==> src/rtl/muldiv_unit_pkg.sv <==
`default_nettype none
// ============================================================================
// Module      : muldiv_unit_pkg
// Description : Shared op encodings, FSM state encodings and latency default
//               for the iterative multiply/divide unit.
// Revision    : 1.0 - initial release
// ============================================================================
package muldiv_unit_pkg;

    localparam logic [2:0] MD_MULT  = 3'd0;
    localparam logic [2:0] MD_MULTU = 3'd1;
    localparam logic [2:0] MD_DIV   = 3'd2;
    localparam logic [2:0] MD_DIVU  = 3'd3;
    localparam logic [2:0] MD_MTHI  = 3'd4;
    localparam logic [2:0] MD_MTLO  = 3'd5;

    localparam logic [1:0] ST_IDLE = 2'd0;
    localparam logic [1:0] ST_RUN  = 2'd1;
    localparam logic [1:0] ST_FIX  = 2'd2;

    localparam int MD_CYCLES_DFLT = 33;

    // Codes 0..3 are the iterative mul/div ops.
    function automatic logic md_is_arith(input logic [2:0] op);
        return (op[2] == 1'b0);
    endfunction

endpackage
`default_nettype wire

==> src/rtl/muldiv_unit.sv <==
`default_nettype none
// ============================================================================
// Module      : muldiv_unit
// Description : Iterative shift-add multiplier / restoring divider owning the
//               HI/LO registers; stalls the front of the pipeline while busy.
// Revision    : 1.0 - initial release
// ============================================================================
module muldiv_unit
    import muldiv_unit_pkg::*;
#(
    parameter int XLEN      = 32,
    parameter int MD_CYCLES = MD_CYCLES_DFLT
) (
    input  logic            clk,
    input  logic            rst,
    input  logic            EX_md_start,
    input  logic [2:0]      EX_md_op,
    input  logic [XLEN-1:0] EX_rd1,
    input  logic [XLEN-1:0] EX_rd2,
    output logic            MD_stall,
    output logic            MD_done,
    output logic [XLEN-1:0] MD_hi,
    output logic [XLEN-1:0] MD_lo
);

    localparam int                   c_cnt_w = $clog2(MD_CYCLES);
    localparam logic [c_cnt_w-1:0]   c_iters = c_cnt_w'(MD_CYCLES - 1);

    logic [1:0]         r_state;
    logic [2:0]         r_op;
    logic [c_cnt_w-1:0] r_cnt;
    logic [XLEN-1:0]    r_acc;
    logic [XLEN-1:0]    r_mq;
    logic [XLEN-1:0]    r_opb;
    logic [XLEN-1:0]    r_rs;
    logic               r_neg_q;
    logic               r_neg_r;
    logic               r_dvz;
    logic [XLEN-1:0]    r_hi;
    logic [XLEN-1:0]    r_lo;
    logic               r_done;

    logic               w_signed;
    logic [XLEN-1:0]    w_mag_a;
    logic [XLEN-1:0]    w_mag_b;
    logic               w_is_div;
    logic [XLEN:0]      w_add;
    logic [XLEN:0]      w_shift;
    logic [XLEN:0]      w_sub;
    logic               w_qbit;
    logic [XLEN-1:0]    w_acc_nxt;
    logic [XLEN-1:0]    w_mq_nxt;
    logic [2*XLEN-1:0]  w_prod;
    logic [XLEN-1:0]    w_res_hi;
    logic [XLEN-1:0]    w_res_lo;

    assign w_signed = (EX_md_op == MD_MULT) || (EX_md_op == MD_DIV);
    assign w_mag_a  = (w_signed && EX_rd1[XLEN-1]) ? -EX_rd1 : EX_rd1;
    assign w_mag_b  = (w_signed && EX_rd2[XLEN-1]) ? -EX_rd2 : EX_rd2;
    assign w_is_div = r_op[1];

    // Multiply: {acc, mq} shifts right, adding the multiplicand when mq[0] is set.
    assign w_add   = {1'b0, r_acc} + (r_mq[0] ? {1'b0, r_opb} : {(XLEN+1){1'b0}});
    // Divide: {acc, mq} shifts left, subtracting the divisor when it fits.
    assign w_shift = {r_acc, r_mq[XLEN-1]};
    assign w_sub   = w_shift - {1'b0, r_opb};
    assign w_qbit  = ~w_sub[XLEN];

    always_comb begin
        w_acc_nxt = r_acc;
        w_mq_nxt  = r_mq;
        if (w_is_div) begin
            w_acc_nxt = w_qbit ? w_sub[XLEN-1:0] : w_shift[XLEN-1:0];
            w_mq_nxt  = {r_mq[XLEN-2:0], w_qbit};
        end else begin
            w_acc_nxt = w_add[XLEN:1];
            w_mq_nxt  = {w_add[0], r_mq[XLEN-1:1]};
        end
    end

    always_comb begin
        w_prod   = {r_acc, r_mq};
        w_res_hi = r_hi;
        w_res_lo = r_lo;
        if (w_is_div) begin
            if (r_dvz) begin
                w_res_hi = r_rs;
                w_res_lo = {XLEN{1'b1}};
            end else begin
                w_res_hi = r_neg_r ? -r_acc : r_acc;
                w_res_lo = r_neg_q ? -r_mq  : r_mq;
            end
        end else begin
            if (r_neg_q) begin
                w_prod = -w_prod;
            end
            w_res_hi = w_prod[2*XLEN-1:XLEN];
            w_res_lo = w_prod[XLEN-1:0];
        end
    end

    always_ff @(posedge clk) begin
        if (rst) begin
            r_state <= ST_IDLE;
            r_op    <= MD_MULT;
            r_cnt   <= '0;
            r_acc   <= '0;
            r_mq    <= '0;
            r_opb   <= '0;
            r_rs    <= '0;
            r_neg_q <= 1'b0;
            r_neg_r <= 1'b0;
            r_dvz   <= 1'b0;
            r_hi    <= '0;
            r_lo    <= '0;
            r_done  <= 1'b0;
        end else begin
            r_done <= 1'b0;
            case (r_state)
                ST_IDLE: begin
                    if (EX_md_start) begin
                        if (md_is_arith(EX_md_op)) begin
                            r_op    <= EX_md_op;
                            r_cnt   <= c_iters;
                            r_acc   <= '0;
                            r_rs    <= EX_rd1;
                            r_neg_q <= w_signed && (EX_rd1[XLEN-1] ^ EX_rd2[XLEN-1]);
                            r_neg_r <= (EX_md_op == MD_DIV) && EX_rd1[XLEN-1];
                            r_dvz   <= (EX_rd2 == '0);
                            r_state <= ST_RUN;
                            if (EX_md_op[1]) begin
                                r_mq  <= w_mag_a;
                                r_opb <= w_mag_b;
                            end else begin
                                r_mq  <= w_mag_b;
                                r_opb <= w_mag_a;
                            end
                        end else if (EX_md_op == MD_MTHI) begin
                            r_hi <= EX_rd1;
                        end else if (EX_md_op == MD_MTLO) begin
                            r_lo <= EX_rd1;
                        end
                    end
                end
                ST_RUN: begin
                    r_acc <= w_acc_nxt;
                    r_mq  <= w_mq_nxt;
                    r_cnt <= r_cnt - 1'b1;
                    if (r_cnt == c_cnt_w'(1)) begin
                        r_state <= ST_FIX;
                    end
                end
                ST_FIX: begin
                    r_hi    <= w_res_hi;
                    r_lo    <= w_res_lo;
                    r_done  <= 1'b1;
                    r_state <= ST_IDLE;
                end
                default: begin
                    r_state <= ST_IDLE;
                end
            endcase
        end
    end

    assign MD_stall = (r_state != ST_IDLE);
    assign MD_done  = r_done;
    assign MD_hi    = r_hi;
    assign MD_lo    = r_lo;

endmodule
`default_nettype wire
==> config.mk <==
export PLATFORM = sky130hd
export DESIGN_NAME = muldiv_unit
export DESIGN_NICKNAME = d
export VERILOG_FILES = /design/src/rtl/muldiv_unit_pkg.sv /design/src/rtl/muldiv_unit.sv
export SDC_FILE = /design/constraint.sdc
export NUM_CORES = 1
export LEC_CHECK = 0
export CAP_MARGIN = 20
export CORE_MARGIN = 5
export CORE_UTILIZATION = 55
export DETAILED_ROUTE_END_ITERATION = 10
export DONT_BUFFER_PORTS = 1
export HOLD_SLACK_MARGIN = 0.05
export PLACE_DENSITY = 0.71
export SYNTH_ARGS = -nofsm -noshare
export SYNTH_HDL_FRONTEND = slang
export SYNTH_SLANG_ARGS = --single-unit
==> constraint.sdc <==
create_clock -name clk -period 3.1 [get_ports clk]
set_input_delay 0.465 -clock clk [delete_from_list [all_inputs] [get_ports clk]]
set_output_delay 0.465 -clock clk [all_outputs]
set_load 0.02 [all_outputs]
==> metrics.txt, run 1 <==
status=finished, violations left; failing checks=setup timing; most common cell after layout, fill and taps aside=nand2_1; Clock Latency Late Sink=560 ps; r2r endpoint=MD_hi[19]; first-pass GRT wire length=104000 um; Slew Limit Fails=0; Max-Slew Margin vs Limit=44.8%; row cnt=64; Core Region=30600 um^2; initial antenna violation count=1; crit path max fanout=5; io pins=136; PwrDens=421 nW/um^2; fin area=20100 um^2; Hold Violations, Final=0; total power=0.00845 W; DR WL/cell=24.7 um; commonest non-fill, non-tap cells in the layout=nand2_1 (276), a21oi_1 (235), buf_4 (225); post-synthesis cell area=17000 um^2; Mapped Cells=2350; layout cell share with drive strength beyond 1=17.1%; Die H=186 um; CTS root buf=clkbuf_16; RSZ-0062 raised after global routing=yes; ANT nets after route=0; placed inst area=18500 um^2; DR vias=18904; Worst Path Required=3530 ps; Crit Path Class=reg -> reg; crit path time final=3100 ps; R2R depth=10; crit start category=flop; leakage power=7.78 nW; RD Place Congestion=1.03; final net count=2558; GRT Overall Usage=38.4%; pin count of the biggest net entering global routing=137; DP Worst Slack=-157 ps; final setup skew=35.0 ps; Post-synth ARST share=0%; sequential-to-total area share from yosys stat=24.1%; post-synthesis cell type count=84; CTS sink count=205; Max-cap violations=0; DRT iter0 DRCs=2146; cell taking the most area after synthesis=dfxtp_1; worst setup path startpoint=r_acc[0]; CTS tree=done; Synth Register Bits=205; Final Cycle Share=100%; Final WS setup=-1.96 ps; total CTS buffers=24; critical path capture point type=flop; Critical Path Sink=MD_hi[19]; routed wire length=69800 um; die width=186 um; number of global-route vias before repair=17930; port bufs=0; Max IR drop VDD=0.426 mV; fmax=322 MHz; # setup viols final=1; Synth top area share=24.1%; Initial Util=55.7%; Crit path arrival time=3530 ps; DR pass1 iterations=6; Synth area leaders=dfxtp_1 (24%), a21oi_1 (7.2%), nand2_1 (6.1%), xor2_1 (5.8%), ha_1 (5.1%); syn nets=2492; Setup TNS=-1.96 ps; CTS H-tree depth=1; R2R Setup Slk=-2 ps; P&R area growth vs syn=17.7%; Max Root-Sink Buffers=3; # DRC=0; Synth Area per Inst=7.25 um^2; post-DP HPWL=51800 um; Main synth FF type=dfxtp_1; grt ovf=0; r2r startpoint=r_acc[0]; EDFF count, synth=0; die area=34600 um^2; Worst-Margin Slew=827 ps; Via density=6.68; clock slew at reported path FFs=60 ps; Hold Path Class=in -> reg; Yosys warning total=0
[critical path: stages (launching register included)]
cell,delay [ps]
dfxtp_2,350
buf_4,150
or3_4,410
or3_4,390
or3_4,360
or3_4,370
or3_4,360
o21ai_2,130
xor2_1,180
a221oi_2,80
a21o_1,190
[flip-flops by register name, indices dropped and copies added (netlist names)]
register / flops
r_cnt: 6
r_op: 1
r_state: 2
r_mq: 32
r_neg_q: 1
MD_hi: 32
r_neg_r: 1
r_dvz: 1
MD_done: 1
r_rs: 32
r_acc: 32
MD_lo: 32
r_opb: 32
[kinds of logic (layout without fill, tap and decap cells)]
| group | Yosys count | after routing | synth area share, % |
|---|---|---|---|
| AOI/OAI and AO/OA | 770 | 770 | 29.1 |
| adders and majority gates | 72 | 72 | 5.37 |
| buffers and inverters | 268 | 351 | 6.21 |
| xor gates and xnor gates | 197 | 197 | 10.1 |
| and+or+nand+nor | 779 | 779 | 21.6 |
| DFF | 205 | 205 | 24.1 |
| other | 0 | 1 | 0 |
| muxes | 59 | 59 | 3.51 |
[worst min path at each step]
stage / start / to / slack [ps] / depth (start not counted)
6_report: EX_rd1[12] / r_rs[12] / 60 / 2
5_1_grt: EX_rd1[2] / r_rs[2] / 60 / 2
4_1_cts: EX_rd1[11] / r_rs[11] / 50 / 2
3_5_place_dp: r_opb[20] / r_opb[20] / 440 / 2
3_3_place_gp: r_rs[6] / r_rs[6] / 440 / 2
2_1_floorplan: r_opb[16] / r_opb[16] / 430 / 2
[cell usage after synthesis (52+ instances only)]
master / instances
a211oi_1: 84
a21oi_1: 245
clkbuf_1: 169
dfxtp_1: 205
ha_1: 70
inv_1: 65
mux2i_1: 53
nand2_1: 278
nor2_1: 218
nor3_1: 52
o21ai_0: 143
xnor2_1: 85
xor2_1: 112
[layer usage]
layer / vias up / track usage, % / wire length, um
met5: - / 0 / 0
met4: 0 / 23.8 / 5520
met3: 307 / 8.52 / 6670
met2: 1096 / 59.9 / 30900
met1: 8864 / 48.2 / 26800
li1: 8637 / - / -
[layout make-up]
type / count / area (um^2)
Clock inverter: 12 / 181
Antenna cell: 1 / 2.50
Timing Repair Buffer: 241 / 1940
Sequential cell: 205 / 4140
Fill cell: 2725 / 10500
Tap cell: 396 / 495
Multi-Input combinational cell: 1877 / 12400
Clock buffer: 31 / 687
Inverter: 67 / 254
[repair_timing]
action,in CTS,in global routing
gates cloned,0,2
endpoints found under the setup margin,34,48
setup buffers,0,8
endpoints found under the hold margin,136,0
gates resized for setup,21,102
pin swaps,4,20
hold buffers,8,0
[power breakdown]
part,internal [W],leakage (nW),switching (W)
combinational,0.000970,5.67,0.00138
clock,0.00190,0.428,0.00127
sequential,0.00276,1.68,0.000169
[stage by stage]
stage | cells | util [%] | hold WS [ps]
floorplan | 2350 | - | 425
global placement | 2768 | 60.4 | 437
detailed placement | 2768 | 60.4 | 441
CTS | 2819 | 63.8 | 53.9
global route | 2830 | 65.6 | 55.8
finish | 2830 | 65.6 | 58.7
No activity file was read; power rests on OpenSTA's default activity.
==> run 2: changes to the inputs <==
--- a/config.mk
+++ b/config.mk
@@ -7,11 +7,12 @@
 export LEC_CHECK = 0
 export CAP_MARGIN = 20
 export CORE_MARGIN = 5
-export CORE_UTILIZATION = 55
+export CORE_UTILIZATION = 59
 export DETAILED_ROUTE_END_ITERATION = 10
 export DONT_BUFFER_PORTS = 1
 export HOLD_SLACK_MARGIN = 0.05
-export PLACE_DENSITY = 0.71
+export PLACE_DENSITY = 0.76
+export SLEW_MARGIN = 15
 export SYNTH_ARGS = -nofsm -noshare
 export SYNTH_HDL_FRONTEND = slang
 export SYNTH_SLANG_ARGS = --single-unit
==> run 2 against run 1 <==
- the run now ends clean
- global-route usage is 2.3 points higher
- combinational power increased by 3%
- clock power about the same
- clock skew decreased by 8.2 ps
- non-clock buffer count increased by 20
- highest routed layer is now met5
- via count is 2.7% higher
- core utilization up 5.0 points
- routed wire length up 2.4%
==> metrics.txt, run 2 (same netlist as run 1, synthesis figures left out) <==
crit path max fanout=3; DR WL/cell=25.2 um; first-pass GRT wire length=106000 um; Max Root-Sink Buffers=3; Clk pwr share=37.1%; # DRC=0; commonest non-fill, non-tap cells in the layout=nand2_1 (276), a21oi_1 (237), buf_4 (231); Crit path arrival time=3470 ps; # setup viols final=0; Critical Path Max Stage Delay=670 ps; port bufs=0; FF/Latch Area=4120 um^2; Max-Slew Margin vs Limit=23.9%; GRT Overall Usage=40.7%; fmax=327 MHz; layout cell share with drive strength beyond 1=17.0%; r2r endpoint=r_acc[29]; r2r startpoint=r_opb[1]; most common cell after layout, fill and taps aside=nand2_1; RSZ-0062 raised after global routing=yes; P&R area growth vs syn=18.5%; routed wire length=71500 um; post-DP HPWL=52100 um; Worst Path Required=3510 ps; slowest CP cell=or4b_2; CTS H-tree depth=1; die area=32400 um^2; Clock Latency Late Sink=560 ps; Initial Util=59.6%; most used cell, CP=o211ai_1; CTS root buf=clkbuf_16; Final Cycle Share=98.6%; Min Hold Slack=59.8 ps; DRT iter0 DRCs=2454; Worst-Margin Slew=1140 ps; DR vias=19405; PwrDens=421 nW/um^2; Via density=6.83; pin count of the biggest net entering global routing=84; clock slew at reported path FFs=60 ps; grt ovf=0; row cnt=62; critical path capture point type=flop; sequential power share=34.4%; Internal Power=0.00560 W; worst-path cell chain=buf_4 -> inv_1 -> ha_1 -> nor2b_1 -> o2111ai_1 -> a21boi_1 -> o211ai_1 -> nand2_1 -> or4b_2 -> a311oi_2 -> xor2_1 -> o211ai_1; number of global-route vias before repair=18080; Antenna Cells=0; Hold Path Class=in -> reg; RD Place Congestion=1.00; io pins=136; worst hold stages=2; Max IR drop VDD=0.479 mV; R2R depth=12; CTS sink count=205; Hold Violations, Final=0; initial antenna violation count=3; origin of the worst min-delay path=EX_rd1[11]; hold endpoint=r_rs[11]; Die H=180 um; total power=0.00850 W; area of the multi-input gates=12400 um^2; Slew Limit Fails=0; Comb power frac=28.6%; final net count=2579; DR pass1 iterations=6; Crit Path Class=reg -> reg; crit start category=flop; Core Region=28600 um^2; Filler cells=2373; switching share of power=34.1%; final setup skew=26.8 ps; Sw Pwr=0.00290 W; die width=180 um; status=complete, no violations; ANT nets after route=0; crit path time final=3060 ps; total CTS buffers=25; Max-cap violations=0; leakage power=7.84 nW; R2R Setup Slk=40 ps; CTS tree=done
## run 2: changes by cell type in the layout (fill, tap and decap cells not counted), moves of 4 or more
| cell | previous run | this run |
|---|---|---|
| buf_4 | 225 | 231 |
| buf_6 | 1 | 5 |
| dfxtp_1 | 188 | 193 |
| dlygate4sd3_1 | 7 | 19 |
| o21ai_0 | 133 | 127 |
| o21ai_1 | 10 | 17 |
## run 2: worst max-delay path by stage
stage | startpoint | end | slack (ps) | cells after the start
finish | r_opb[1] | r_acc[29] | 40 | 12
global placement | r_mq[0] | r_acc[25] | -180 | 17
detailed placement | r_mq[0] | r_acc[25] | -220 | 16
floorplan | r_mq[0] | r_acc[29] | 20 | 14
global route | r_opb[17] | r_acc[6] | -70 | 13
CTS | r_mq[0] | r_acc[24] | 0.3 | 13
## run 2: layer usage
layer | GRT usage [%] | up-vias | routed length (um)
li1 | - | 8674 | -
met1 | 50.8 | 9145 | 26800
met4 | 20.3 | 2 | 4790
met3 | 10.3 | 307 | 8110
met2 | 65.4 | 1277 | 31700
met5 | 0 | - | 13
## run 2: power groups by stage
stage	clock network [W]	logic [W]	registers, W
2_1_floorplan	0	0.00147	0.00292
3_3_place_gp	0	0.00211	0.00296
3_5_place_dp	0	0.00213	0.00297
4_1_cts	0.00313	0.00223	0.00291
5_1_grt	0.00325	0.00256	0.00293
6_report	0.00315	0.00243	0.00292
## run 2: metrics by stage
step	cell area [um^2]	utilization, %	setup slack, ps	cells	TNS (ps)
after global placement	18500	64.7	-183	2762	-998
final	20200	70.6	42.1	2840	0
after CTS	19700	68.9	0.342	2832	0
after floorplan	17000	-	23.7	2350	0
after detailed placement	18500	64.7	-215	2762	-3030
after global routing	20200	70.6	-74.7	2840	-561
## run 2: final cells by class
type                       instances  area share, %
timing repair buffer             261           10.5
sequential                       205           20.4
inverter                          67           1.25
multi-input combinational       1877           61.2
tap                              384           2.38
clock buffer                      33           3.44
clock inverter                    13          0.855
## run 2: critical path, delay by kind of cell, from the launching register on
kind	cells	cell delay (ps)
adders and majority gates	1	250
buffers and inverters	2	180
xor gates and xnor gates	1	180
DFF	1	370
AOI/OAI and AO/OA	5	1030
and+or+nand+nor	3	890
## run 2: timing repair
action,in CTS,in global routing
pin swaps,5,32
endpoints found under the hold margin,68,0
buffers inserted,2,7
setup endpoints to repair,34,45
cloned,1,1
gates resized for setup,18,105
hold buffers,21,0
